===== src/rtl/ssp_link_pkg.sv =====
// Shared defaults and types for the SSP link to the ARM.
package ssp_link_pkg;

    localparam int         DEF_CLK_DIV   = 4;
    localparam int         DEF_WORD_BITS = 8;
    localparam logic [7:0] IDLE_WORD     = 8'h00;

    // One-cycle strobes marking where ssp_clk changes level.
    typedef struct packed {
        logic fall;
        logic rise;
    } ssp_edge_t;

endpackage


===== src/rtl/ssp_clk_gen.sv =====
// SSP bit-clock divider: free-running div_cnt, registered ssp_clk and
// edge-event strobes. The strobes are high in the cycle before the
// ssp_clk level change, so state updated on that clock edge lines up
// with the new ssp_clk level.
module ssp_clk_gen
    import ssp_link_pkg::*;
#(
    parameter int CLK_DIV = DEF_CLK_DIV
) (
    input  logic      clk,
    input  logic      rst,
    output logic      ssp_clk,
    output ssp_edge_t strb
);

    localparam int            CW      = $clog2(CLK_DIV);
    localparam logic [CW-1:0] LAST    = CW'(CLK_DIV - 1);
    localparam logic [CW-1:0] HALF    = CW'(CLK_DIV / 2);
    localparam logic [CW-1:0] RISE_AT = CW'(CLK_DIV / 2 - 1);

    logic [CW-1:0] div_cnt_q, div_cnt_d;
    logic          ssp_clk_q, ssp_clk_d;

    // Next divider count and the clock level it implies.
    always_comb begin
        div_cnt_d = (div_cnt_q == LAST) ? '0 : div_cnt_q + 1'b1;
        ssp_clk_d = (div_cnt_d >= HALF);
    end

    // Edge strobes: wrap to 0 is the falling edge, step to HALF the rising one.
    always_comb begin
        strb      = '0;
        strb.fall = (div_cnt_q == LAST);
        strb.rise = (div_cnt_q == RISE_AT);
    end

    // Divider and clock registers.
    always_ff @(posedge clk) begin
        if (rst) begin
            div_cnt_q <= '0;
            ssp_clk_q <= 1'b0;
        end else begin
            div_cnt_q <= div_cnt_d;
            ssp_clk_q <= ssp_clk_d;
        end
    end

    assign ssp_clk = ssp_clk_q;

endmodule


===== src/rtl/ssp_link.sv =====
// SSP link: continuous framed word exchange with the ARM.
// TX: one-word holding register feeds a shifter loaded at every word start;
//     an empty holding register sends the idle word, still framed.
// RX: bits sampled on ssp_clk rising edges, word presented with a one-cycle
//     rx_valid pulse (no backpressure).
// Optional build macro SSP_LINK_LOOPBACK_EN: RX samples the outgoing
// ssp_din instead of ssp_dout.
module ssp_link
    import ssp_link_pkg::*;
#(
    parameter int CLK_DIV   = DEF_CLK_DIV,
    parameter int WORD_BITS = DEF_WORD_BITS
) (
    input  logic                 ck_1356meg,
    input  logic                 rst,
    input  logic [WORD_BITS-1:0] tx_data,
    input  logic                 tx_valid,
    output logic                 tx_ready,
    output logic [WORD_BITS-1:0] rx_data,
    output logic                 rx_valid,
    output logic                 ssp_clk,
    output logic                 ssp_frame,
    output logic                 ssp_din,
    input  logic                 ssp_dout
);

    localparam int                   BW       = $clog2(WORD_BITS);
    localparam logic [BW-1:0]        LAST_BIT = BW'(WORD_BITS - 1);
    localparam logic [WORD_BITS-1:0] IDLE     = WORD_BITS'(IDLE_WORD);

    ssp_edge_t strb;

    ssp_clk_gen #(
        .CLK_DIV (CLK_DIV)
    ) u_clk_gen (
        .clk     (ck_1356meg),
        .rst     (rst),
        .ssp_clk (ssp_clk),
        .strb    (strb)
    );

    // bit_idx_q is the index of the bit that starts at the next falling edge.
    logic [BW-1:0]        bit_idx_q,   bit_idx_d;
    logic                 started_q,   started_d;
    logic                 hold_full_q, hold_full_d;
    logic [WORD_BITS-1:0] hold_q,      hold_d;
    logic [WORD_BITS-1:0] tx_sh_q,     tx_sh_d;
    logic                 ssp_frame_q, ssp_frame_d;
    logic                 ssp_din_q,   ssp_din_d;
    logic [WORD_BITS-1:0] rx_sh_q,     rx_sh_d;
    logic                 rx_done_q,   rx_done_d;
    logic                 rx_valid_q,  rx_valid_d;
    logic [WORD_BITS-1:0] rx_data_q,   rx_data_d;

    logic                 hs;
    logic [WORD_BITS-1:0] out_word;
    logic                 rx_in;

    assign hs       = tx_valid & ~hold_full_q;
    assign out_word = hold_full_q ? hold_q : IDLE;

`ifdef SSP_LINK_LOOPBACK_EN
    logic unused_ssp_dout;
    assign unused_ssp_dout = ssp_dout;
    assign rx_in           = ssp_din_q;
`else
    assign rx_in = ssp_dout;
`endif

    // Framing, TX load/shift and the holding-register handshake.
    always_comb begin
        bit_idx_d   = bit_idx_q;
        started_d   = started_q;
        hold_full_d = hold_full_q;
        hold_d      = hold_q;
        tx_sh_d     = tx_sh_q;
        ssp_frame_d = ssp_frame_q;
        ssp_din_d   = ssp_din_q;
        if (strb.fall) begin
            bit_idx_d = (bit_idx_q == LAST_BIT) ? '0 : bit_idx_q + 1'b1;
            started_d = 1'b1;
            if (bit_idx_q == '0) begin
                // Word start: take the held word (or idle) and frame it.
                tx_sh_d     = {out_word[WORD_BITS-2:0], 1'b0};
                ssp_din_d   = out_word[WORD_BITS-1];
                ssp_frame_d = 1'b1;
                hold_full_d = 1'b0;
            end else begin
                tx_sh_d     = {tx_sh_q[WORD_BITS-2:0], 1'b0};
                ssp_din_d   = tx_sh_q[WORD_BITS-1];
                ssp_frame_d = 1'b0;
            end
        end
        // A handshake in the load cycle refills the holding register after
        // the old content has gone to the shifter.
        if (hs) begin
            hold_d      = tx_data;
            hold_full_d = 1'b1;
        end
    end

    // RX shift on rising edges; a word completes on the rise of its last bit,
    // which is when bit_idx has already wrapped back to 0.
    always_comb begin
        rx_sh_d    = rx_sh_q;
        rx_done_d  = 1'b0;
        rx_valid_d = rx_done_q;
        rx_data_d  = rx_done_q ? rx_sh_q : rx_data_q;
        if (strb.rise) begin
            rx_sh_d   = {rx_sh_q[WORD_BITS-2:0], rx_in};
            rx_done_d = started_q & (bit_idx_q == '0);
        end
    end

    // Link state registers.
    always_ff @(posedge ck_1356meg) begin
        if (rst) begin
            bit_idx_q   <= '0;
            started_q   <= 1'b0;
            hold_full_q <= 1'b0;
            hold_q      <= '0;
            tx_sh_q     <= '0;
            ssp_frame_q <= 1'b0;
            ssp_din_q   <= 1'b0;
            rx_sh_q     <= '0;
            rx_done_q   <= 1'b0;
            rx_valid_q  <= 1'b0;
            rx_data_q   <= '0;
        end else begin
            bit_idx_q   <= bit_idx_d;
            started_q   <= started_d;
            hold_full_q <= hold_full_d;
            hold_q      <= hold_d;
            tx_sh_q     <= tx_sh_d;
            ssp_frame_q <= ssp_frame_d;
            ssp_din_q   <= ssp_din_d;
            rx_sh_q     <= rx_sh_d;
            rx_done_q   <= rx_done_d;
            rx_valid_q  <= rx_valid_d;
            rx_data_q   <= rx_data_d;
        end
    end

    assign tx_ready  = ~hold_full_q;
    assign ssp_frame = ssp_frame_q;
    assign ssp_din   = ssp_din_q;
    assign rx_valid  = rx_valid_q;
    assign rx_data   = rx_data_q;

endmodule

===== config.mk =====
export PLATFORM = sky130hd
export DESIGN_NAME = ssp_link
export DESIGN_NICKNAME = d
export VERILOG_FILES = /design/src/rtl/ssp_link_pkg.sv /design/src/rtl/ssp_clk_gen.sv /design/src/rtl/ssp_link.sv
export SDC_FILE = /design/constraint.sdc
export NUM_CORES = 1
export LEC_CHECK = 0
export ABC_AREA = 1
export BUFFER_PORTS_ARGS = -buffer_cell sky130_fd_sc_hd__buf_2
export CAP_MARGIN = 20
export CORE_ASPECT_RATIO = 0.8
export CORE_MARGIN = 4
export CORE_UTILIZATION = 38
export DETAILED_ROUTE_END_ITERATION = 16
export GPL_ROUTABILITY_DRIVEN = 0
export PLACE_DENSITY_LB_ADDON = 0.08
export SLEW_MARGIN = 20
export SYNTH_ARGS = -nofsm -noshare
export SYNTH_HDL_FRONTEND = slang
export SYNTH_SLANG_ARGS = --single-unit

===== constraint.sdc =====
create_clock -name ck_1356meg -period 1.66 [get_ports ck_1356meg]
set_clock_uncertainty 0.1 [all_clocks]
set_input_delay 0.332 -clock ck_1356meg [delete_from_list [all_inputs] [get_ports ck_1356meg]]
set_output_delay 0.332 -clock ck_1356meg [all_outputs]
set_load 0.02 [all_outputs]

# Word-level counts from Yosys, hierarchy flattened
# Cells that the tools add are included.
[word_totals] register_bits=44 in_bits=12
[classes] n_reduce_logical=5 n_bitwise=4 muxes=9 eq_ne=3 magnitude_cmp=1 add_sub_neg=2
[op_table] op="8-bit 2-to-1 mux" count=2
[op_table] op="1-bit 2-to-1 mux" count=5
[op_table] op="2-bit nonzero test" count=2
[op_table] op="3-bit by 1-bit adder with 3-bit output, second input constant" count=1
[op_table] op="3-bit == test, second input constant" count=1
[op_table] op="3-bit zero test" count=1
[op_table] op="3-bit 2-to-1 mux" count=1
[op_table] op="2-bit by 1-bit adder with 2-bit output, second input constant" count=1
[op_table] op="1-bit bitwise AND" count=2
[op_table] op="2-bit by 1-bit == test with 1-bit output, second input constant" count=1
[op_table] op="2-bit == test, second input constant" count=1
[op_table] op="2-bit greater-or-equal comparator, second input constant" count=1
[op_table] op="2-bit 2-to-1 mux" count=1
[op_table] op="1-bit NOT" count=2
[op_table] op="2-bit AND reduction" count=1
[op_table] op="2-bit OR reduction" count=1

# Logic depth before layout (Yosys ltp)
[depth] ltp_word=4 ltp_mapped=8 ltp_nobuf=8

# By module
# From an unflattened synthesis, not the netlist that was laid out.
[hier_totals] hier_cells=218 hier_area_um2=1661.6
[by_module_without_submodules] module="ssp_link" seq_area_each_um2=800.8 n_inst=1 cells_per_inst=208 area_each_um2=1571.5
[by_module_without_submodules] module="ssp_clk_gen" seq_area_each_um2=40.0 n_inst=1 cells_per_inst=10 area_each_um2=90.1

# Worst setup path before layout
# Ideal clock, no wire load.
[synth_path] path_type="register to register" from="reg u_clk_gen.div_cnt_q[1]" to="reg tx_sh_q[1]" stages_incl_launch_ff=6 period_less_slack_ns=1.279 t_arrival_ns=1.112 setup_ns=0.067 path_slack_ns=0.381 path_cell_list="dfxtp_1 -> ha_1 -> inv_2 -> nor2_8 -> nand2_2 -> o21ai_2"
[synth_via] elab_chain_cells=1
[synth_rtl] item="from (decl)" line_no="ssp_clk_gen.sv:21" text="logic [CW-1:0] div_cnt_q, div_cnt_d;"
[synth_rtl] item="from (signal assigned)" line_no="ssp_clk_gen.sv:43" text="div_cnt_q <= div_cnt_d;"
[synth_rtl] item="2-bit == test" line_no="ssp_clk_gen.sv:33" text="strb.fall = (div_cnt_q == LAST);"
[synth_rtl] item="to (signal assigned)" line_no="ssp_link.sv:134" text="tx_sh_q <= tx_sh_d;"
[synth_rtl] item="to (decl)" line_no="ssp_link.sv:47" text="logic [WORD_BITS-1:0] tx_sh_q, tx_sh_d;"
# No other way between the ends.
# A chain may end at the register's enable or synchronous reset.

# Final worst setup path
[layout_path] from="reg hold_full_q" to="out tx_ready"
[layout_via] elab_chain_cells=1
[layout_rtl] item="from (decl)" line_no="ssp_link.sv:45" text="logic hold_full_q, hold_full_d;"
[layout_rtl] item="from (signal assigned)" line_no="ssp_link.sv:132" text="hold_full_q <= hold_full_d;"
[layout_rtl] item="1-bit NOT" line_no="ssp_link.sv:144" text="assign tx_ready = ~hold_full_q;"
[layout_rtl] item="to (decl)" line_no="ssp_link.sv:18" text="output logic tx_ready,"
# No other way between the ends.

==> impl_metrics.ini <==
[worst_setup_path]
crit_type = flip-flop to output port
cp_num_buf_inv = 2
cpLargestDelayFamily = flip-flops
path_cells = inv_2, buf_2
cp_num_cells = 2
cp_data_arrival_time_ns = 1.06
worstPathRequired_ns = 1.23
slowest_stage = dfxtp_1
cpPeakStageDelay_ns = 0.51
crit_path_end_kind = output port
r2r_cells = 5
start_kind = flip-flop
crit_fanout = 10

[layout]
post-route-util = 0.4506
design_area_um2 = 1894
n_fill_cell = 455
drive_gt1_frac = 0.1829
fin_nets = 263
syn_to_final_growth_pct = 14.09
num_antenna_cells = 0

[logic_synthesis]
syn_inst = 219
synth.area.top_cells = dfxtp_1 (51%), nand2_1 (13%), nor2_1 (12%)
yosys_warnings = 0
synth-edff-count = 0
syn_area_per_cell_um2 = 7.581
synth-main-ff-cell = dfxtp_1
synth_cell_type_count = 19
seq_area_frac_synth = 0.5064
synth_top_cell_area_share = 0.5064
syn-num-nets = 236
synth.cell_area_um2 = 1660
async_flop_share = 0
ys_top_cells_by_count = nand2_1 (57), nor2_1 (54), dfxtp_1 (42)
synth_most_common_cell = nand2_1
synth_area_leader_cell = dfxtp_1
ys_seq_elements = 42

[global_route]
grt_overflow_total = 0
grt_pass1_wl_mm = 5.796
grt_start_max_net_pins = 27
grt_pass1_vias = 1206
grt_antenna_before_repair = 0
gr-usage-all-layers = 0.1459

[die]
dieArea_um2 = 5497
std_cell_rows = 21
initial_core_util = 0.3949
die_x_um = 81.90
die_h_um = 67.12
core_area_um2 = 4204
ios = 25

[route]
drc = 0
postRouteAntennaNets = 0
wire_per_inst_um = 11.63
drt_iter0_drc = 124
dr.pass1.iters = 4
routed_wl_mm = 3.525
vias = 1343
post_drt_via_cell_ratio = 4.432

[cts]
cts_resized = 0
cts_tree = built
clock_latency_ns = 0.28
cts-root-buf = clkbuf_8
hold_buffers = 0
clockBufferDepth = 2
cts.sinks = 42
clkTransAtPathRegs_ns = 0.07
cts_made_buffers = 5
cts_setup_buffers = 0
h-tree-depth = 2

[timing]
slew_violations = 0
finalCriticalPeriod_ns = 1.496
max_freq_mhz = 668.5
rsz0062_at_grt = no
period_share = 0.9012
worst_slew_pin_slew_ns = 0.3576
relSlewSlack = 0.7613
tns_ns = 0
hold_violations = 0
final-setup-viol-count = 0
hold_slack_ns = 0.1783

[placement]
dpl-instance-area_um2 = 1818
portBuffers = 24
dpl.hpwl_mm = 2.535

[outcome]
status = finished clean

[job]
maxCapViolCount = 0

[power]
power_leakage_nw = 0.9922
ir_worst_vdd_mv = 0.4490
power_density_nw_per_um2 = 1011

[hold_path]
hold_depth = 3
hp-class = input pin to flip-flop
-- through the flow --
stage / setup slack, ns / total power, mW / cells
5_1_grt: 0.09993 / 2.039 / 303
3_3_place_gp: 0.3911 / 1.344 / 296
6_report: 0.1641 / 1.914 / 303
4_1_cts: 0.1480 / 1.952 / 303
2_1_floorplan: 0.3812 / 1.282 / 219
3_5_place_dp: 0.3911 / 1.345 / 296
-- per-layer routing --
metal  track usage  vias to the layer above  share of wire
met3       0.05811                        7          0.068
met1        0.2177                      575           0.58
li1              -                      729              -
met5             0                        -              0
met4       0.06846                        0          0.019
met2        0.1754                       32           0.34
-- cell usage in the layout, fill, tap and decap left out --
| cell type | synthesis | routed |
|---|---|---|
| a21oi_1 | 1 | 1 |
| buf_2 | 0 | 24 |
| clkbuf_1 | 0 | 2 |
| clkbuf_8 | 0 | 5 |
| dfxtp_1 | 42 | 42 |
| ha_1 | 5 | 5 |
| inv_1 | 10 | 10 |
| inv_2 | 7 | 7 |
| inv_4 | 2 | 2 |
| nand2_1 | 57 | 57 |
| nand2_2 | 2 | 2 |
| nand2_4 | 1 | 1 |
| nand3_1 | 1 | 1 |
| nor2_1 | 54 | 54 |
| nor2_4 | 2 | 2 |
| nor2_8 | 1 | 1 |
| nor3_1 | 1 | 1 |
| o21ai_0 | 21 | 21 |
| o21ai_1 | 7 | 7 |
| o21ai_2 | 1 | 1 |
-- cell type report --
type                       instances  area [um2]  share of cell area
multi-input combinational        154       709.4              0.3745
tap                               57       71.32             0.03765
inverter                          19       76.32             0.04029
clock buffer                       7       76.32             0.04029
timing repair buffer              24       120.1             0.06341
sequential                        42       840.8              0.4439
-- flip-flops by register name, indices dropped and copies added, names as in the netlist --
signal               cells
hold_q                   8
rx_data                  8
rx_sh_q                  8
tx_sh_q                  7
bit_idx_q                3
u_clk_gen.div_cnt_q      2
hold_full_q              1
rx_done_q                1
rx_valid                 1
ssp_din                  1
ssp_frame                1
started_q                1
-- worst paths after layout --
path | from | end | slack [ns]
worst max-delay path | hold_full_q | tx_ready | 0.16
worst min-delay path | ssp_dout | rx_sh_q[0] | 0.18
worst max register to register | u_clk_gen.div_cnt_q[0] | tx_sh_q[1] | 0.38
worst min register to register | started_q | rx_done_q | 0.35
-- kinds of logic (layout without fill, tap and decap cells) --
kind of cell	Yosys count	in the layout	synth area share
adder cells (fa/ha/maj)	5	5	0.03768
flip-flops	42	42	0.5064
buffers and inverters	23	50	0.06632
AND/OR/NAND/NOR	119	119	0.2969
AO/OA/AOI/OAI	30	30	0.09269
-- power by group --
part / leakage (nW) / internal [mW] / total [mW] / switching, mW
clock network: 0.0383 / 0.289 / 0.595 / 0.305
logic: 0.611 / 0.0715 / 0.213 / 0.141
registers: 0.343 / 1.07 / 1.11 / 0.0408
total: 0.992 / 1.43 / 1.91 / 0.488
-- tightest hold or removal path, stage by stage --
cell    delay [ns]
buf_2         0.07
nor2_1        0.03
nor2_1        0.09
Note: power is estimated with default switching activity, not from simulation.
